File: src/rtl/wb_port_arbiter_pkg.sv
// Shared widths, write-enable levels and starvation FSM encodings for the
// register-file write-port arbiter.
package wb_port_arbiter_pkg;

  localparam int REGBUS     = 32;
  localparam int REGADDRBUS = 5;
  localparam int REGNUM     = 32;

  localparam logic WRITE_ENABLE  = 1'b1;
  localparam logic WRITE_DISABLE = 1'b0;

  typedef enum logic [1:0] {
    ST_IDLE  = 2'd0,
    ST_DRAIN = 2'd1,
    ST_FORCE = 2'd2
  } wb_state_e;

  function automatic logic [REGNUM-1:0] reg_onehot(input logic [REGADDRBUS-1:0] a);
    return REGNUM'(1) << a;
  endfunction

endpackage

File: src/rtl/wb_port_arbiter_if.sv
// Bus bundle between the pipeline / multi-cycle units and the write-port
// arbiter; slave is the arbiter side.
interface wb_port_arbiter_if;
  import wb_port_arbiter_pkg::*;

  logic                  pipe_we;
  logic [REGADDRBUS-1:0] pipe_waddr;
  logic [REGBUS-1:0]     pipe_wdata;
  logic                  mc_valid;
  logic                  mc_ready;
  logic [REGADDRBUS-1:0] mc_waddr;
  logic [REGBUS-1:0]     mc_wdata;
  logic                  rf_we;
  logic [REGADDRBUS-1:0] rf_waddr;
  logic [REGBUS-1:0]     rf_wdata;
  logic                  stall_req;
  logic [REGNUM-1:0]     pend_mask;
  logic                  waw_err;

  modport slave (
    input  pipe_we, pipe_waddr, pipe_wdata, mc_valid, mc_waddr, mc_wdata,
    output mc_ready, rf_we, rf_waddr, rf_wdata, stall_req, pend_mask, waw_err
  );

  modport master (
    output pipe_we, pipe_waddr, pipe_wdata, mc_valid, mc_waddr, mc_wdata,
    input  mc_ready, rf_we, rf_waddr, rf_wdata, stall_req, pend_mask, waw_err
  );

endinterface

File: src/rtl/wb_result_fifo.sv
// In-order result buffer; exposes per-entry valid/addr so the parent can build
// the pending-register mask.
module wb_result_fifo
  import wb_port_arbiter_pkg::*;
#(
  parameter int DEPTH = 2
) (
  input  logic                             clk,
  input  logic                             rst,
  input  logic                             push,
  input  logic [REGADDRBUS-1:0]            push_addr,
  input  logic [REGBUS-1:0]                push_data,
  input  logic                             pop,
  output logic                             full,
  output logic                             empty,
  output logic                             last,
  output logic [REGADDRBUS-1:0]            head_addr,
  output logic [REGBUS-1:0]                head_data,
  output logic [DEPTH-1:0]                 ent_vld,
  output logic [DEPTH-1:0][REGADDRBUS-1:0] ent_addr
);

  localparam int AW = $clog2(DEPTH);

  logic [AW:0]                      wr_ptr, rd_ptr;
  logic [AW-1:0]                    wr_idx, rd_idx;
  logic [DEPTH-1:0][REGADDRBUS-1:0] mem_addr;
  logic [REGBUS-1:0]                mem_data [DEPTH];
  logic [DEPTH-1:0]                 vld;
  logic                             push_ok, pop_ok;

  assign wr_idx  = wr_ptr[AW-1:0];
  assign rd_idx  = rd_ptr[AW-1:0];
  assign full    = (wr_idx == rd_idx) && (wr_ptr[AW] != rd_ptr[AW]);
  assign empty   = (wr_ptr == rd_ptr);
  assign last    = ((wr_ptr - rd_ptr) == (AW+1)'(1));
  assign push_ok = push && !full;
  assign pop_ok  = pop && !empty;

  always_ff @(posedge clk) begin
    if (rst) begin
      wr_ptr <= '0;
      rd_ptr <= '0;
      vld    <= '0;
    end else begin
      // indices differ whenever both fire, so the two vld updates never collide
      if (push_ok) begin
        vld[wr_idx] <= 1'b1;
        wr_ptr      <= wr_ptr + (AW+1)'(1);
      end
      if (pop_ok) begin
        vld[rd_idx] <= 1'b0;
        rd_ptr      <= rd_ptr + (AW+1)'(1);
      end
    end
  end

  always_ff @(posedge clk) begin
    if (push_ok && !rst) begin
      mem_addr[wr_idx] <= push_addr;
      mem_data[wr_idx] <= push_data;
    end
  end

  assign head_addr = mem_addr[rd_idx];
  assign head_data = mem_data[rd_idx];
  assign ent_vld   = vld;
  assign ent_addr  = mem_addr;

endmodule

File: src/rtl/wb_port_arbiter.sv
// Register-file write-port arbiter: pipeline first, buffered multi-cycle
// results drain into idle cycles, starvation forces a front-end stall.
//
// state | meaning
// IDLE  | buffer empty, blocked counter 0
// DRAIN | buffer non-empty, counting cycles the head is blocked
// FORCE | head blocked STARVE_MAX times, stall_req held until it pops
module wb_port_arbiter
  import wb_port_arbiter_pkg::*;
#(
  parameter int DEPTH      = 2,
  parameter int STARVE_MAX = 4
) (
  input logic               clk,
  input logic               rst,
  wb_port_arbiter_if.slave  bus
);

  localparam int CW = $clog2(STARVE_MAX + 1);

  logic                             full, empty, last;
  logic                             push, pop;
  logic [REGADDRBUS-1:0]            head_addr;
  logic [REGBUS-1:0]                head_data;
  logic [DEPTH-1:0]                 ent_vld;
  logic [DEPTH-1:0][REGADDRBUS-1:0] ent_addr;
  logic                             rf_we;
  logic [REGADDRBUS-1:0]            rf_waddr;
  logic [REGBUS-1:0]                rf_wdata;
  logic [REGNUM-1:0]                pend_mask;
  logic                             waw_err;
  wb_state_e                        state, state_nxt;
  logic [CW-1:0]                    cnt, cnt_nxt;

  // r0 results are acknowledged but never buffered
  assign push = bus.mc_valid && !full && (bus.mc_waddr != '0);

  wb_result_fifo #(.DEPTH(DEPTH)) u_fifo (
    .clk       (clk),
    .rst       (rst),
    .push      (push),
    .push_addr (bus.mc_waddr),
    .push_data (bus.mc_wdata),
    .pop       (pop),
    .full      (full),
    .empty     (empty),
    .last      (last),
    .head_addr (head_addr),
    .head_data (head_data),
    .ent_vld   (ent_vld),
    .ent_addr  (ent_addr)
  );

  always_comb begin
    rf_we    = WRITE_DISABLE;
    rf_waddr = '0;
    rf_wdata = '0;
    pop      = 1'b0;
    if (bus.pipe_we) begin
      rf_we    = WRITE_ENABLE;
      rf_waddr = bus.pipe_waddr;
      rf_wdata = bus.pipe_wdata;
    end else if (!empty) begin
      rf_we    = WRITE_ENABLE;
      rf_waddr = head_addr;
      rf_wdata = head_data;
      pop      = 1'b1;
    end
  end

  always_comb begin
    pend_mask = '0;
    for (int i = 0; i < DEPTH; i++) begin
      if (ent_vld[i]) pend_mask = pend_mask | reg_onehot(ent_addr[i]);
    end
  end

  always_ff @(posedge clk) begin
    if (rst) begin
      state   <= ST_IDLE;
      cnt     <= '0;
      waw_err <= 1'b0;
    end else begin
      state <= state_nxt;
      cnt   <= cnt_nxt;
      if (bus.pipe_we && (bus.pipe_waddr != '0) && pend_mask[bus.pipe_waddr])
        waw_err <= 1'b1;
    end
  end

  // FORCE is entered on the same edge the counter reaches STARVE_MAX
  always_comb begin
    state_nxt = state;
    cnt_nxt   = cnt;
    case (state)
      ST_IDLE: begin
        cnt_nxt = '0;
        if (push) state_nxt = ST_DRAIN;
      end
      ST_DRAIN: begin
        if (pop) begin
          cnt_nxt = '0;
          if (last && !push) state_nxt = ST_IDLE;
        end else if (bus.pipe_we && !empty) begin
          cnt_nxt = cnt + CW'(1);
          if (cnt_nxt == CW'(STARVE_MAX)) state_nxt = ST_FORCE;
        end
      end
      ST_FORCE: begin
        if (pop) begin
          cnt_nxt   = '0;
          state_nxt = (last && !push) ? ST_IDLE : ST_DRAIN;
        end
      end
      default: begin
        state_nxt = ST_IDLE;
        cnt_nxt   = '0;
      end
    endcase
  end

  assign bus.mc_ready  = !full;
  assign bus.rf_we     = rf_we;
  assign bus.rf_waddr  = rf_waddr;
  assign bus.rf_wdata  = rf_wdata;
  assign bus.stall_req = (state == ST_FORCE);
  assign bus.pend_mask = pend_mask;
  assign bus.waw_err   = waw_err;

endmodule

File: src/flat_wrapper.sv
// flat-port wrapper written by rule: the top's interface ports become plain ports
module wb_port_arbiter_flat import wb_port_arbiter_pkg::*;
#(
  parameter int DEPTH      = 2,
  parameter int STARVE_MAX = 4
)
  (clk, rst, bus_pipe_we, bus_pipe_waddr, bus_pipe_wdata, bus_mc_valid, bus_mc_waddr, bus_mc_wdata, bus_mc_ready, bus_rf_we, bus_rf_waddr, bus_rf_wdata, bus_stall_req, bus_pend_mask, bus_waw_err);
  wb_port_arbiter_if bus_i ();
  input logic clk;
  input logic rst;
  input wire logic [$bits(bus_i.pipe_we)-1:0] bus_pipe_we;
  input wire logic [$bits(bus_i.pipe_waddr)-1:0] bus_pipe_waddr;
  input wire logic [$bits(bus_i.pipe_wdata)-1:0] bus_pipe_wdata;
  input wire logic [$bits(bus_i.mc_valid)-1:0] bus_mc_valid;
  input wire logic [$bits(bus_i.mc_waddr)-1:0] bus_mc_waddr;
  input wire logic [$bits(bus_i.mc_wdata)-1:0] bus_mc_wdata;
  output wire logic [$bits(bus_i.mc_ready)-1:0] bus_mc_ready;
  output wire logic [$bits(bus_i.rf_we)-1:0] bus_rf_we;
  output wire logic [$bits(bus_i.rf_waddr)-1:0] bus_rf_waddr;
  output wire logic [$bits(bus_i.rf_wdata)-1:0] bus_rf_wdata;
  output wire logic [$bits(bus_i.stall_req)-1:0] bus_stall_req;
  output wire logic [$bits(bus_i.pend_mask)-1:0] bus_pend_mask;
  output wire logic [$bits(bus_i.waw_err)-1:0] bus_waw_err;
  assign bus_i.pipe_we = bus_pipe_we;
  assign bus_i.pipe_waddr = bus_pipe_waddr;
  assign bus_i.pipe_wdata = bus_pipe_wdata;
  assign bus_i.mc_valid = bus_mc_valid;
  assign bus_i.mc_waddr = bus_mc_waddr;
  assign bus_i.mc_wdata = bus_mc_wdata;
  assign bus_mc_ready = bus_i.mc_ready;
  assign bus_rf_we = bus_i.rf_we;
  assign bus_rf_waddr = bus_i.rf_waddr;
  assign bus_rf_wdata = bus_i.rf_wdata;
  assign bus_stall_req = bus_i.stall_req;
  assign bus_pend_mask = bus_i.pend_mask;
  assign bus_waw_err = bus_i.waw_err;
  wb_port_arbiter #(.DEPTH(DEPTH), .STARVE_MAX(STARVE_MAX)) u_core (.clk(clk), .rst(rst), .bus(bus_i));
endmodule
File: config.mk
export PLATFORM = sky130hd
export DESIGN_NAME = wb_port_arbiter_flat
export DESIGN_NICKNAME = d
export VERILOG_FILES = /design/src/rtl/wb_port_arbiter_pkg.sv /design/src/rtl/wb_port_arbiter_if.sv /design/src/rtl/wb_result_fifo.sv /design/src/rtl/wb_port_arbiter.sv /design/src/flat_wrapper.sv
export SDC_FILE = /design/constraint.sdc
export NUM_CORES = 1
export LEC_CHECK = 0
export ABC_AREA = 1
export BUFFER_PORTS_ARGS = -buffer_cell sky130_fd_sc_hd__buf_2
export CAP_MARGIN = 20
export CORE_ASPECT_RATIO = 1.75
export CORE_MARGIN = 5
export CORE_UTILIZATION = 50
export DETAILED_ROUTE_END_ITERATION = 7
export GPL_TIMING_DRIVEN = 0
export PLACE_DENSITY = 0.86
export SYNTH_ARGS = -nofsm -noshare
export SYNTH_HDL_FRONTEND = slang
export SYNTH_SLANG_ARGS = --single-unit
File: constraint.sdc
create_clock -name clk -period 10.7 [get_ports clk]
set_clock_uncertainty 0.05 [all_clocks]
set_input_delay 2.14 -clock clk [delete_from_list [all_inputs] [get_ports clk]]
set_output_delay 2.14 -clock clk [all_outputs]
set_load 0.02 [all_outputs]
==> flow_summary.json <==
{
  "endpoint_kind": "output port",
  "cts.reportedPaths.clkPinSlew_ns": 0.07,
  "die_area_sq_um": 11400,
  "fillers": 778,
  "initial_core_util": 0.5109,
  "die_w_um": 82.87,
  "ir_worst_vdd_mv": 0.1557,
  "drtIter0Drc": 208,
  "tightestPinTransition_ns": 0.7339,
  "rsz0062_at_grt": "false",
  "cts_sinks": 87,
  "die_h_um": 137.5,
  "cpPeakStageDelay_ns": 0.32,
  "antenna_cells": 0,
  "status": "finished, final reports clean",
  "cts_buffer_depth": 2,
  "synth_cells": 518,
  "ctsHoldBuffers": 0,
  "drive_gt1_frac": 0.2847,
  "maxCapViolations": 0,
  "grtUsageTotal": 0.2511,
  "crit_path_cell_trace": "clkbuf_1, inv_2, nand2_2, nor2_1, inv_1, o221ai_1, buf_2",
  "cp_slowest_cell": "nor2_1",
  "synth_nets": 599,
  "drt-wirelength-per-cell_um": 17.76,
  "setup_viol": 0,
  "synth.distinct_cells": 33,
  "fp.coreArea_sq_um": 9094,
  "finalCritPeriodShare": 0.5458,
  "clk_latency_ns": 0.33,
  "worstSetupPathType": "primary input to output port",
  "finalSetupTns_ns": 0,
  "synth.top_cell.area_share": 0.4783,
  "synth_area_leaders": "edfxtp_1 (48%), nand2_1 (13%), mux2i_1 (6.9%)",
  "syn_avg_cell_area_sq_um": 8.969,
  "grt_pass1_wl_um": 22160,
  "ant_nets": 0,
  "dp_hpwl_um": 11470,
  "critPathMaxFanout": 10,
  "grt_max_degree": 28,
  "cts_tree": "done",
  "ios": 151,
  "worstSetupStartpointType": "primary input",
  "dr_total_vias": 4380,
  "synth_warnings": 0,
  "num_rows": 46,
  "max_freq_mhz": 171.2,
  "slew_viol_final": 0,
  "seq_area_sq_um": 2482,
  "finalWirelength_um": 14300,
  "worstPathArrival_ns": 3.65,
  "syn_area_sq_um": 4646,
  "root_buffer": "clkbuf_16",
  "area_delta_synth_final_pct": 27.12,
  "yosysSeqAreaShare": 0.5343,
  "hold_ws_ns": 0.4030,
  "yosysTopAreaCell": "edfxtp_1",
  "first_global_vias": 4430,
  "power_leakage_nw": 2.609,
  "cts_resized": 0,
  "relSlewSlack": 0.5107,
  "power_density_nw_per_um2": 156.9,
  "cp.required_ns": 8.51,
  "remaining_drc_errors": 0,
  "hp-class": "flip-flop to flip-flop",
  "viasPerCell": 5.441,
  "numPortBuffers": 147,
  "dr.pass1.iters": 5,
  "synth_seq_cells": 87,
  "cts_htree_levels": 3,
  "gr-total-overflow": 0,
  "fin_nets": 761,
  "multi_input_area_sq_um": 1906,
  "hold_viol_final": 0,
  "antenna_found_initial": 0,
  "place.gp.congestion": 0.9807,
  "cts_buffers": 9,
  "post-cts-setup-buffers": 0,
  "finalCriticalPeriod_ns": 5.840
}
-- stage by stage --
stage / setup WS (ns) / cells / area (sq um) / utilization / power (mW)
after floorplan: 5.166 / 518 / 4646 / - / 0.5436
after global placement: 3.584 / 785 / 5532 / 0.6083 / 0.6097
after detailed placement: 4.902 / 789 / 5602 / 0.6160 / 0.6194
after CTS: 4.885 / 805 / 5906 / 0.6494 / 0.9290
after global routing: 4.667 / 805 / 5906 / 0.6494 / 0.9660
final: 4.860 / 805 / 5906 / 0.6494 / 0.9267
-- placed cells by master, fill, tap and decap left out, drive strengths merged --
cell type  instances
a211oi             1
a21oi             16
a31oi              1
and3               1
buf              165
bufinv             1
clkbuf            23
clkinv             4
clkinvlp           1
dfxtp             13
edfxtp            74
ha                 3
inv               36
mux2i             32
nand2            160
nand3             55
nand3b             1
nand4             10
nor2              32
nor3               7
o21ai             39
o221ai             5
o31ai              1
xnor2              1
xor2               3
-- worst paths after layout --
kind                                        startpoint                                     end  slack [ns]  cells past startpoint
setup / recovery                           bus_pipe_we                         bus_rf_waddr[4]        4.86                      7
hold / removal         u_core.bus.waw_err$_SDFFE_PP0P_         u_core.bus.waw_err$_SDFFE_PP0P_        0.40                      2
setup reg to reg  u_core.u_fifo.wr_ptr[0]$_SDFFE_PP0P_  u_core.u_fifo.mem_data[0][5]$_DFFE_PP_        8.24                      8
hold reg to reg        u_core.bus.waw_err$_SDFFE_PP0P_         u_core.bus.waw_err$_SDFFE_PP0P_        0.40                      2
-- state kept, by name (all words and copies together) (netlist names), named ones only --
register and cells:
u_core.bus.waw_err 1, u_core.cnt 3, u_core.state 2, u_core.u_fifo.ent_addr 10, u_core.u_fifo.ent_vld 2, u_core.u_fifo.mem_data 64
u_core.u_fifo.rd_ptr 2, u_core.u_fifo.wr_ptr 2
-- critical path, delay by kind of cell --
| kind | cells | cell delay (ns) |
|---|---|---|
| AO/OA/AOI/OAI | 1 | 0.22 |
| buffers and inverters | 4 | 0.76 |
| AND/OR/NAND/NOR | 2 | 0.52 |
-- power by group --
group / switching (mW) / internal [mW]
logic: 0.140 / 0.0719
clock network: 0.129 / 0.184
registers: 0.0114 / 0.391
-- cells in the mapped netlist (all sizes together) --
cell type / n
xnor2: 1
buf: 14
inv: 33
a211oi: 1
edfxtp: 74
dfxtp: 13
nand2: 160
nand3b: 1
and3: 1
nand3: 55
nor2: 32
clkbuf: 14
xor2: 3
o221ai: 5
o21ai: 39
ha: 3
nor3: 7
a31oi: 1
nand4: 10
o31ai: 1
mux2i: 32
clkinv: 2
a21oi: 16
-- layout make-up --
cell class / instances / area share
multi-input cells: 368 / 0.3227
repair buffers: 151 / 0.1343
plain buffers: 28 / 0.02352
flip-flops and latches: 87 / 0.4203
clock inverters: 7 / 0.01335
inverters: 35 / 0.02225
clock buffers: 9 / 0.03814
well taps: 120 / 0.02542
-- kinds of logic after synthesis --
| kind of cell | synth area share |
|---|---|
| AOI/OAI and AO/OA | 0.07568 |
| xor gates and xnor gates | 0.007542 |
| adders and majority gates | 0.008081 |
| buffers and inverters | 0.05817 |
| DFF | 0.5343 |
| muxes | 0.06895 |
| and+or+nand+nor | 0.2472 |
-- routing by layer --
layer  part of all wire  up-vias  track usage
met5                  0        -            0
met4              0.057        0       0.1755
met3              0.070       54      0.04428
met2               0.54      225       0.4728
met1               0.33     1991       0.2462
li1                   -     2110            -
Note: power is estimated with default switching activity, not from simulation.
